<file path="config.mk">
export PLATFORM = sky130hd
export DESIGN_NAME = div_seq_flat
export DESIGN_NICKNAME = d
export VERILOG_FILES = /design/src/rtl/div_seq_if.sv /design/src/rtl/div_seq.sv /design/src/flat_wrapper.sv
export SDC_FILE = /design/constraint.sdc
export NUM_CORES = 1
export LEC_CHECK = 0
export ABC_AREA = 1
export ABC_CLOCK_PERIOD_IN_PS = 7600
export CELL_PAD_IN_SITES_DETAIL_PLACEMENT = 0
export CELL_PAD_IN_SITES_GLOBAL_PLACEMENT = 1
export CORE_ASPECT_RATIO = 0.5
export CORE_MARGIN = 2
export CORE_UTILIZATION = 43
export DETAILED_ROUTE_END_ITERATION = 10
export HOLD_SLACK_MARGIN = 0.03
export PLACE_DENSITY = 0.86
export RECOVER_POWER = 25
export SETUP_SLACK_MARGIN = 0.05
export SYNTH_ARGS = -nofsm -noshare
export SYNTH_HDL_FRONTEND = slang
export SYNTH_SLANG_ARGS = --single-unit
</file>
<file path="constraint.sdc">
create_clock -name clk -period 7.6 [get_ports clk]
set_clock_uncertainty 0.2 [all_clocks]
set_input_delay 0.76 -clock clk [delete_from_list [all_inputs] [get_ports clk]]
set_output_delay 0.76 -clock clk [all_outputs]
set_load 0.005 [all_outputs]
</file>
<file path="src/rtl/div_seq_if.sv">
// Execute-stage <-> divider bundle: operands and controls in, {HI,LO} result and status out.
interface div_seq_if #(parameter int WIDTH = 32);
  logic               start_i;
  logic               signed_i;
  logic               annul_i;
  logic [WIDTH-1:0]   opdata1_i;
  logic [WIDTH-1:0]   opdata2_i;
  logic [2*WIDTH-1:0] result_o;
  logic               ready_o;
  logic               stall_o;
  logic               divzero_o;

  modport master (
    output start_i, signed_i, annul_i, opdata1_i, opdata2_i,
    input  result_o, ready_o, stall_o, divzero_o
  );

  modport slave (
    input  start_i, signed_i, annul_i, opdata1_i, opdata2_i,
    output result_o, ready_o, stall_o, divzero_o
  );
endinterface

</file>
<file path="src/rtl/div_seq.sv">
// Restoring radix-2 DIV/DIVU sequencer: result 33 cycles after accept (2 on a zero divisor with DIV_BYZERO_TRAP_EN).
// No result backpressure: ready_o pulses once for the hilo write; stall_o holds F/D/E while busy.
module div_seq #(
  parameter int WIDTH = 32
) (
  input logic     clk,
  input logic     rst,
  div_seq_if.slave bus
);

`ifdef DIV_BYZERO_TRAP_EN
  typedef enum logic [1:0] {IDLE, RUN, DONE, ZERO} state_t;
`else
  typedef enum logic [1:0] {IDLE, RUN, DONE} state_t;
`endif

  state_t             state;
  logic [WIDTH-1:0]   dvd;
  logic [WIDTH-1:0]   rem;
  logic [WIDTH-1:0]   dsr;
  logic [5:0]         cnt;
  logic               neg_q;
  logic               neg_r;
  logic [2*WIDTH-1:0] result;
  logic               ready;
  logic               divzero;

  logic               accept;
  logic [WIDTH:0]     shifted;
  logic [WIDTH:0]     trial;
  logic               q_bit;
  logic [WIDTH-1:0]   rem_nxt;
  logic [WIDTH-1:0]   quo_nxt;
  logic [WIDTH-1:0]   mag1;
  logic [WIDTH-1:0]   mag2;
  logic               sign1;
  logic               sign2;

  assign accept = (state == IDLE) && bus.start_i && !bus.annul_i;
  assign sign1  = bus.signed_i && bus.opdata1_i[WIDTH-1];
  assign sign2  = bus.signed_i && bus.opdata2_i[WIDTH-1];
  // Negating 0x80..0 yields 0x80..0, which is the correct unsigned magnitude.
  assign mag1   = sign1 ? -bus.opdata1_i : bus.opdata1_i;
  assign mag2   = sign2 ? -bus.opdata2_i : bus.opdata2_i;

  // The quotient is shifted into the dividend register as the dividend bits shift out.
  always_comb begin
    shifted = {rem, dvd[WIDTH-1]};
    trial   = shifted - {1'b0, dsr};
    q_bit   = (shifted >= {1'b0, dsr});
    rem_nxt = q_bit ? trial[WIDTH-1:0] : shifted[WIDTH-1:0];
    quo_nxt = {dvd[WIDTH-2:0], q_bit};
  end

  always_comb begin
    bus.stall_o = accept || (state == RUN);
`ifdef DIV_BYZERO_TRAP_EN
    bus.stall_o = bus.stall_o || (state == ZERO);
`endif
  end

  always_ff @(posedge clk) begin
    if (rst) begin
      state   <= IDLE;
      dvd     <= '0;
      rem     <= '0;
      dsr     <= '0;
      cnt     <= '0;
      neg_q   <= 1'b0;
      neg_r   <= 1'b0;
      result  <= '0;
      ready   <= 1'b0;
      divzero <= 1'b0;
    end else begin
      ready <= 1'b0;
      case (state)
        IDLE: begin
          if (accept) begin
            dvd   <= mag1;
            dsr   <= mag2;
            rem   <= '0;
            cnt   <= '0;
            neg_q <= sign1 ^ sign2;
            neg_r <= sign1;
            state <= RUN;
`ifdef DIV_BYZERO_TRAP_EN
            if (bus.opdata2_i == '0) state <= ZERO;
`endif
          end
        end
        RUN: begin
          if (bus.annul_i) begin
            state <= IDLE;
          end else begin
            rem <= rem_nxt;
            dvd <= quo_nxt;
            cnt <= cnt + 6'd1;
            if (cnt == 6'(WIDTH - 1)) begin
              state   <= DONE;
              ready   <= 1'b1;
              divzero <= 1'b0;
              result  <= {(neg_r ? -rem_nxt : rem_nxt), (neg_q ? -quo_nxt : quo_nxt)};
            end
          end
        end
`ifdef DIV_BYZERO_TRAP_EN
        ZERO: begin
          if (bus.annul_i) begin
            state <= IDLE;
          end else begin
            state   <= DONE;
            ready   <= 1'b1;
            divzero <= 1'b1;
            result  <= '0;
          end
        end
`endif
        DONE:    state <= IDLE;
        default: state <= IDLE;
      endcase
    end
  end

  assign bus.result_o = result;
  assign bus.ready_o  = ready;
`ifdef DIV_BYZERO_TRAP_EN
  assign bus.divzero_o = divzero;
`else
  assign bus.divzero_o = 1'b0;
`endif

endmodule

</file>
<file path="src/flat_wrapper.sv">
// flat-port wrapper written by rule: the top's interface ports become plain ports
module div_seq_flat 
#(
  parameter int WIDTH = 32
)
  (clk, rst, bus_start_i, bus_signed_i, bus_annul_i, bus_opdata1_i, bus_opdata2_i, bus_result_o, bus_ready_o, bus_stall_o, bus_divzero_o);
  div_seq_if #(.WIDTH(WIDTH)) bus_i ();
  input logic clk;
  input logic rst;
  input wire logic [$bits(bus_i.start_i)-1:0] bus_start_i;
  input wire logic [$bits(bus_i.signed_i)-1:0] bus_signed_i;
  input wire logic [$bits(bus_i.annul_i)-1:0] bus_annul_i;
  input wire logic [$bits(bus_i.opdata1_i)-1:0] bus_opdata1_i;
  input wire logic [$bits(bus_i.opdata2_i)-1:0] bus_opdata2_i;
  output wire logic [$bits(bus_i.result_o)-1:0] bus_result_o;
  output wire logic [$bits(bus_i.ready_o)-1:0] bus_ready_o;
  output wire logic [$bits(bus_i.stall_o)-1:0] bus_stall_o;
  output wire logic [$bits(bus_i.divzero_o)-1:0] bus_divzero_o;
  assign bus_i.start_i = bus_start_i;
  assign bus_i.signed_i = bus_signed_i;
  assign bus_i.annul_i = bus_annul_i;
  assign bus_i.opdata1_i = bus_opdata1_i;
  assign bus_i.opdata2_i = bus_opdata2_i;
  assign bus_result_o = bus_i.result_o;
  assign bus_ready_o = bus_i.ready_o;
  assign bus_stall_o = bus_i.stall_o;
  assign bus_divzero_o = bus_i.divzero_o;
  div_seq #(.WIDTH(WIDTH)) u_core (.clk(clk), .rst(rst), .bus(bus_i));
endmodule
</file>
==> results_dict.tcl, run 1 <==
set metrics [dict create \
    synth_top_area_cell "dfxtp_1" \
    wl_per_cell_um 16.39 \
    cts.sinks 171 \
    cts_resized 0 \
    synth_xor_area_frac 0.04279 \
    vias_per_cell 5.119 \
    fin_nets 2344 \
    drt-pass1-iter-count 5 \
    synth_top_area_share 0.2698 \
    synth_ff_type "dfxtp_1" \
    gp_congestion 0.9681 \
    root_buffer "clkbuf_16" \
    cts-buffers-inserted 17 \
    syn_area_per_cell_sq_um 5.905 \
    die_x_um 246.9 \
    synth-adder-area-share 0.03806 \
    drive_above_1_share 0.04578 \
    synth_compound_area_frac 0.1704 \
    cap_violations 0 \
    wl_um 43290 \
    first_global_vias 12550 \
    rsz0062_at_grt "false" \
    worst_slew_pin_slew_ns 0.9896 \
    crit_slowest_cell "nor2_4" \
    critPathLaunchType "flop" \
    fin_crit_ns 5.108 \
    synth.cells.most_frequent "nand2_1 (651), inv_1 (322), nor2_1 (184)" \
    gr-total-overflow 0 \
    cpPeakStageDelay_ns 0.57 \
    ios 136 \
    report.final.slew_viol_count 0 \
    core_area_sq_um 29010 \
    fillCellCount 3044 \
    fmax_mhz 195.8 \
    setup_viol 0 \
    synth_cell_types 52 \
    die-area_sq_um 30980 \
    die_y_um 125.5 \
    whs_ns 0.2809 \
    clk_path_buf_depth 2 \
    leakage_nw 7.633 \
    area_growth_pct 17.09 \
    period_share 0.6721 \
    ys_warn_count 0 \
    drt_iter0_drc 1290 \
    critPathMostFrequentCell "nand2_1" \
    yosysMostFrequentCell "nand2_1" \
    path_max_fanout 46 \
    async_flop_share 0 \
    fin_setup_tns_ns 0 \
    clk_latency_ns 0.46 \
    port_buffers 134 \
    cts_tree "built" \
    antenna_cells 0 \
    grt_start_max_net_pins 67 \
    cp.arrival_ns 5.25 \
    cp_data_required_time_ns 7.74 \
    path_class "reg2reg" \
    path_buf_inv 4 \
    synth.top_cells.by_area "dfxtp_1 (27%), nand2_1 (19%), inv_1 (9.5%), a21oi_1 (6.7%), o21ai_0 (6.1%)" \
    synthSimpleGateAreaFrac 0.3528 \
    slew_headroom 0.3395 \
    netlist_instances 2149 \
    htree_levels 4 \
    synth_top_family_by_area "simple AND/OR/NAND/NOR gates" \
    clkTransAtPathRegs_ns 0.07 \
    ir_drop_v 0.0001719 \
    min-delay-path-class "reg2reg" \
    vias 13520 \
    initial_utilization 0.4374 \
    syn_area_sq_um 12690 \
    synthMuxAreaShare 0 \
    grt_first_pass_wirelength_um 68930 \
    power_density_nw_per_um2 173.1 \
    outcome "finished, final reports clean" \
    end_kind "flop" \
    ys_ff_latch 171 \
    ant_nets 0 \
    synth_edf_count 0 \
    gr-usage-all-layers 0.2844 \
    synth_fp_nets 2256 \
    rows 44 \
    crit_family "simple AND/OR/NAND/NOR gates" \
    cts_hold_buf 0 \
    post-cts-setup-buffers 0 \
    post-route-drc-count 0 \
    yosysSeqAreaShare 0.2698 \
    post-dp-hpwl_um 32970 \
    final_hold_viol_count 0 \
    antenna_found_initial 0 \
]
-- final cells by class --
cell class	instances	area (sq um)	area share
Clock buffer	20	446.7	0.03006
Clock inverter	12	132.6	0.008926
Inverter	331	1246	0.08387
Multi-Input combinational cell	1568	7679	0.5168
Sequential cell	171	3423	0.2304
Tap cell	391	489.2	0.03293
Timing Repair Buffer	148	1441	0.09701
-- flip-flops by register name, indices dropped and copies added (netlist names) --
signal / cells
u_core.neg_r: 1
u_core.neg_q: 1
u_core.bus.ready_o: 1
u_core.dvd: 32
u_core.rem: 32
u_core.cnt: 6
u_core.bus.result_o: 64
u_core.dsr: 32
u_core.state: 2
-- path summary, 6_finish.rpt --
| path | depth (start not counted) | startpoint | slack [ns] | to |
|---|---|---|---|---|
| setup / recovery | 28 | u_core.rem[18]$_SDFFE_PP0P_ | 2.49 | u_core.bus.result_o[30]$_SDFFE_PP0P_ |
| hold / removal | 2 | u_core.bus.result_o[33]$_SDFFE_PP0P_ | 0.28 | u_core.bus.result_o[33]$_SDFFE_PP0P_ |
| setup reg to reg | 28 | u_core.rem[18]$_SDFFE_PP0P_ | 2.49 | u_core.bus.result_o[30]$_SDFFE_PP0P_ |
| hold reg to reg | 2 | u_core.bus.result_o[33]$_SDFFE_PP0P_ | 0.28 | u_core.bus.result_o[33]$_SDFFE_PP0P_ |
-- per-stage QoR --
stage                     worst slack [ns]  std cells    util  power [W]  cell area (sq um)
after floorplan                      3.850       2149       -   0.001463              12690
after global placement               2.819       2609  0.4922   0.001686              14280
after detailed placement             2.661       2609  0.4922   0.001681              14280
after CTS                            2.616       2641  0.5121   0.002572              14860
after global routing                 2.039       2641  0.5121   0.002714              14860
final                                2.492       2641  0.5121   0.002571              14860
-- routing by layer --
layer | up-vias | track usage | wire [um]
li1 | 7027 | - | -
met1 | 6085 | 0.4058 | 20980
met2 | 359 | 0.4462 | 18960
met3 | 49 | 0.03821 | 2347
met4 | 0 | 0.08221 | 1004
met5 | - | 0 | 0
-- cells by family (layout without fill, tap and decap cells) --
family                   count (synthesis)  count (layout)
other                                    1               1
flip-flops                             171             171
XOR/XNOR                                62              62
AO/OA/AOI/OAI                          397             397
buffers and inverters                  410             511
adder cells (fa/ha/maj)                 38              38
AND/OR/NAND/NOR                       1070            1070
-- placed cells by master, fill, tap and decap left out, drive strengths merged, types with 22 or more instances in the layout --
| cell | count |
|---|---|
| nand2 | 670 |
| inv | 334 |
| nor2 | 196 |
| dfxtp | 171 |
| o21ai | 171 |
| a21oi | 170 |
| nand3 | 121 |
| clkdlybuf4s50 | 74 |
| dlygate4sd3 | 59 |
| xor2 | 42 |
| ha | 37 |
| nor3 | 36 |
| nand4 | 23 |
| o211ai | 22 |
-- worst min-delay path, stage by stage, from the launching register on --
cell and delay (ns):
dfxtp_1 0.32, nand2_1 0.06, a21oi_1 0.06
-- report_power, final --
part / switching [W] / total [W] / internal (W)
Clock: 0.000425 / 0.000897 / 0.000472
Combinational: 0.000485 / 0.000716 / 0.000231
Sequential: 0.0000331 / 0.000958 / 0.000925
Total: 0.000944 / 0.00257 / 0.00163
No activity file was read; power rests on OpenSTA's default activity.
==> run 2: changes to the inputs <==
- ABC_CLOCK_PERIOD_IN_PS: 7600 -> 4700
- CORE_UTILIZATION: 43 -> 40
- PLACE_DENSITY: 0.86 -> 0.81
- clock period: 7.6 -> 4.7 ns (I/O delays scaled with it)
==> results_dict.tcl, run 2 (same netlist as run 1, synthesis figures left out) <==
set metrics [dict create \
    outcome "finished with violations" \
    failed_checks "max-capacitance violations, max-slew violations" \
    drt-pass1-iter-count 7 \
    path_max_fanout 27 \
    worst_slew_pin_slew_ns 2.048 \
    fin_setup_tns_ns 0 \
    die_y_um 129.9 \
    fin_crit_ns 4.238 \
    clk_latency_ns 0.46 \
    fin_util 0.4773 \
    initial_utilization 0.4038 \
    period_share 0.9016 \
    end_kind "flop" \
    cp.arrival_ns 4.39 \
    path_class "reg2reg" \
    antenna_found_initial 0 \
    die-area_sq_um 33250 \
    min_path_cells 2 \
    ios 136 \
    post-route-drc-count 0 \
    area_growth_pct 18.19 \
    root_buffer "clkbuf_16" \
    cts-buffers-inserted 17 \
    vias 13510 \
    drt_iter0_drc 1086 \
    clkTransAtPathRegs_ns 0.08 \
    power_density_nw_per_um2 280.3 \
    setup_slack_ns 0.4624 \
    port_buffers 134 \
    critPathLaunchType "flop" \
    vias_per_cell 5.025 \
    htree_levels 4 \
    ant_nets 0 \
    cts.sinks 171 \
    die_x_um 255.9 \
    setup_viol 0 \
    largest_reg_flops 64 \
    first_global_vias 12250 \
    rsz0062_at_grt "false" \
    final_common_cell "nand2_1" \
    wl_um 43840 \
    grt_start_max_net_pins 62 \
    whs_ns 0.1663 \
    clk_path_buf_depth 2 \
    cts_tree "built" \
    fmax_mhz 236.0 \
    gr-usage-all-layers 0.2632 \
    ir_drop_v 0.0002739 \
    min-delay-path-class "in2reg" \
    layout_common_cells "nand2_1 (651), inv_1 (322), nor2_1 (182)" \
    drive_above_1_share 0.04874 \
    gr-total-overflow 0 \
    p_total_w 0.004204 \
    rows 46 \
    leakage_nw 7.645 \
    report.final.slew_viol_count 71 \
    cp_data_required_time_ns 4.85 \
    post-dp-hpwl_um 33060 \
    wl_per_cell_um 16.30 \
    cap_violations 2 \
    antenna_cells 0 \
    slew_headroom -0.3651 \
    gp_congestion 0.9957 \
    core_area_sq_um 31430 \
    fillCellCount 3422 \
    r2r_slack_ns 0.46 \
    fin_nets 2351 \
    rr_worst_depth 26 \
    dp_slack_ns 0.4862 \
    grt_first_pass_wirelength_um 68280 \
    final_hold_viol_count 0 \
]
[run 2: where the power goes]
group	switching, W	internal [W]	leakage, nW
clock	0.000675	0.000828	0.294
combinational	0.000775	0.000376	5.96
sequential	0.0000538	0.00150	1.39
[run 2: critical path: stages (launching register included)]
cell and delay, ns:
dfxtp_1 0.41, ha_1 0.32, nand2_1 0.17, inv_1 0.07
nand2_1 0.06, nand2_1 0.07, a21oi_1 0.19, nand2_1 0.11
nor2_4 0.16, nand2_8 0.17, inv_4 0.18, ha_1 0.17
inv_1 0.05, nor3_1 0.21, nand2_1 0.15, nor3_2 0.16
nand2_1 0.10, nor2_1 0.13, and3_1 0.22, nand3_1 0.11
nor2_1 0.10, nand2_1 0.08, o21ai_0 0.19, xor2_1 0.16
nand2_1 0.06, o211ai_1 0.08, inv_1 0.05
[run 2: area by class of cell]
class	count	area [sq um]	area share
repair buffers	155	1499	0.09994
well taps	432	540.5	0.03604
clock inverters	12	148.9	0.009927
clock buffers	20	456.7	0.03045
inverters	331	1246	0.08309
multi-input cells	1568	7684	0.5123
flip-flops and latches	171	3423	0.2282
[run 2: through the flow]
stage               cells  instance area (sq um)
detailed placement   2657                  14400
global route         2689                  15000
floorplan            2149                  12690
global placement     2657                  14400
finish               2689                  15000
CTS                  2689                  15000
[run 2: final timing paths]
check / start / end
setup / recovery: u_core.rem[27]$_SDFFE_PP0P_ / u_core.bus.result_o[30]$_SDFFE_PP0P_
hold / removal: rst / u_core.bus.ready_o$_SDFF_PP0_
setup reg to reg: u_core.rem[27]$_SDFFE_PP0P_ / u_core.bus.result_o[30]$_SDFFE_PP0P_
hold reg to reg: u_core.bus.result_o[33]$_SDFFE_PP0P_ / u_core.bus.result_o[33]$_SDFFE_PP0P_
[run 2: timing repair]
action,4_1_cts,5_1_grt
endpoints found under the setup margin,0,2
hold buffers,0,0
setup buffers,0,0
resized for setup,0,1
[run 2: per-layer routing]
| metal | global-route usage | share of wire | wire (um) | vias up |
|---|---|---|---|---|
| met1 | 0.3595 | 0.48 | 21050 | 6132 |
| met2 | 0.4354 | 0.45 | 19620 | 316 |
| met5 | 0 | 0 | 0 | - |
| li1 | - | - | - | 7027 |
| met4 | 0.06811 | 0.019 | 852 | 0 |
| met3 | 0.04351 | 0.053 | 2311 | 36 |
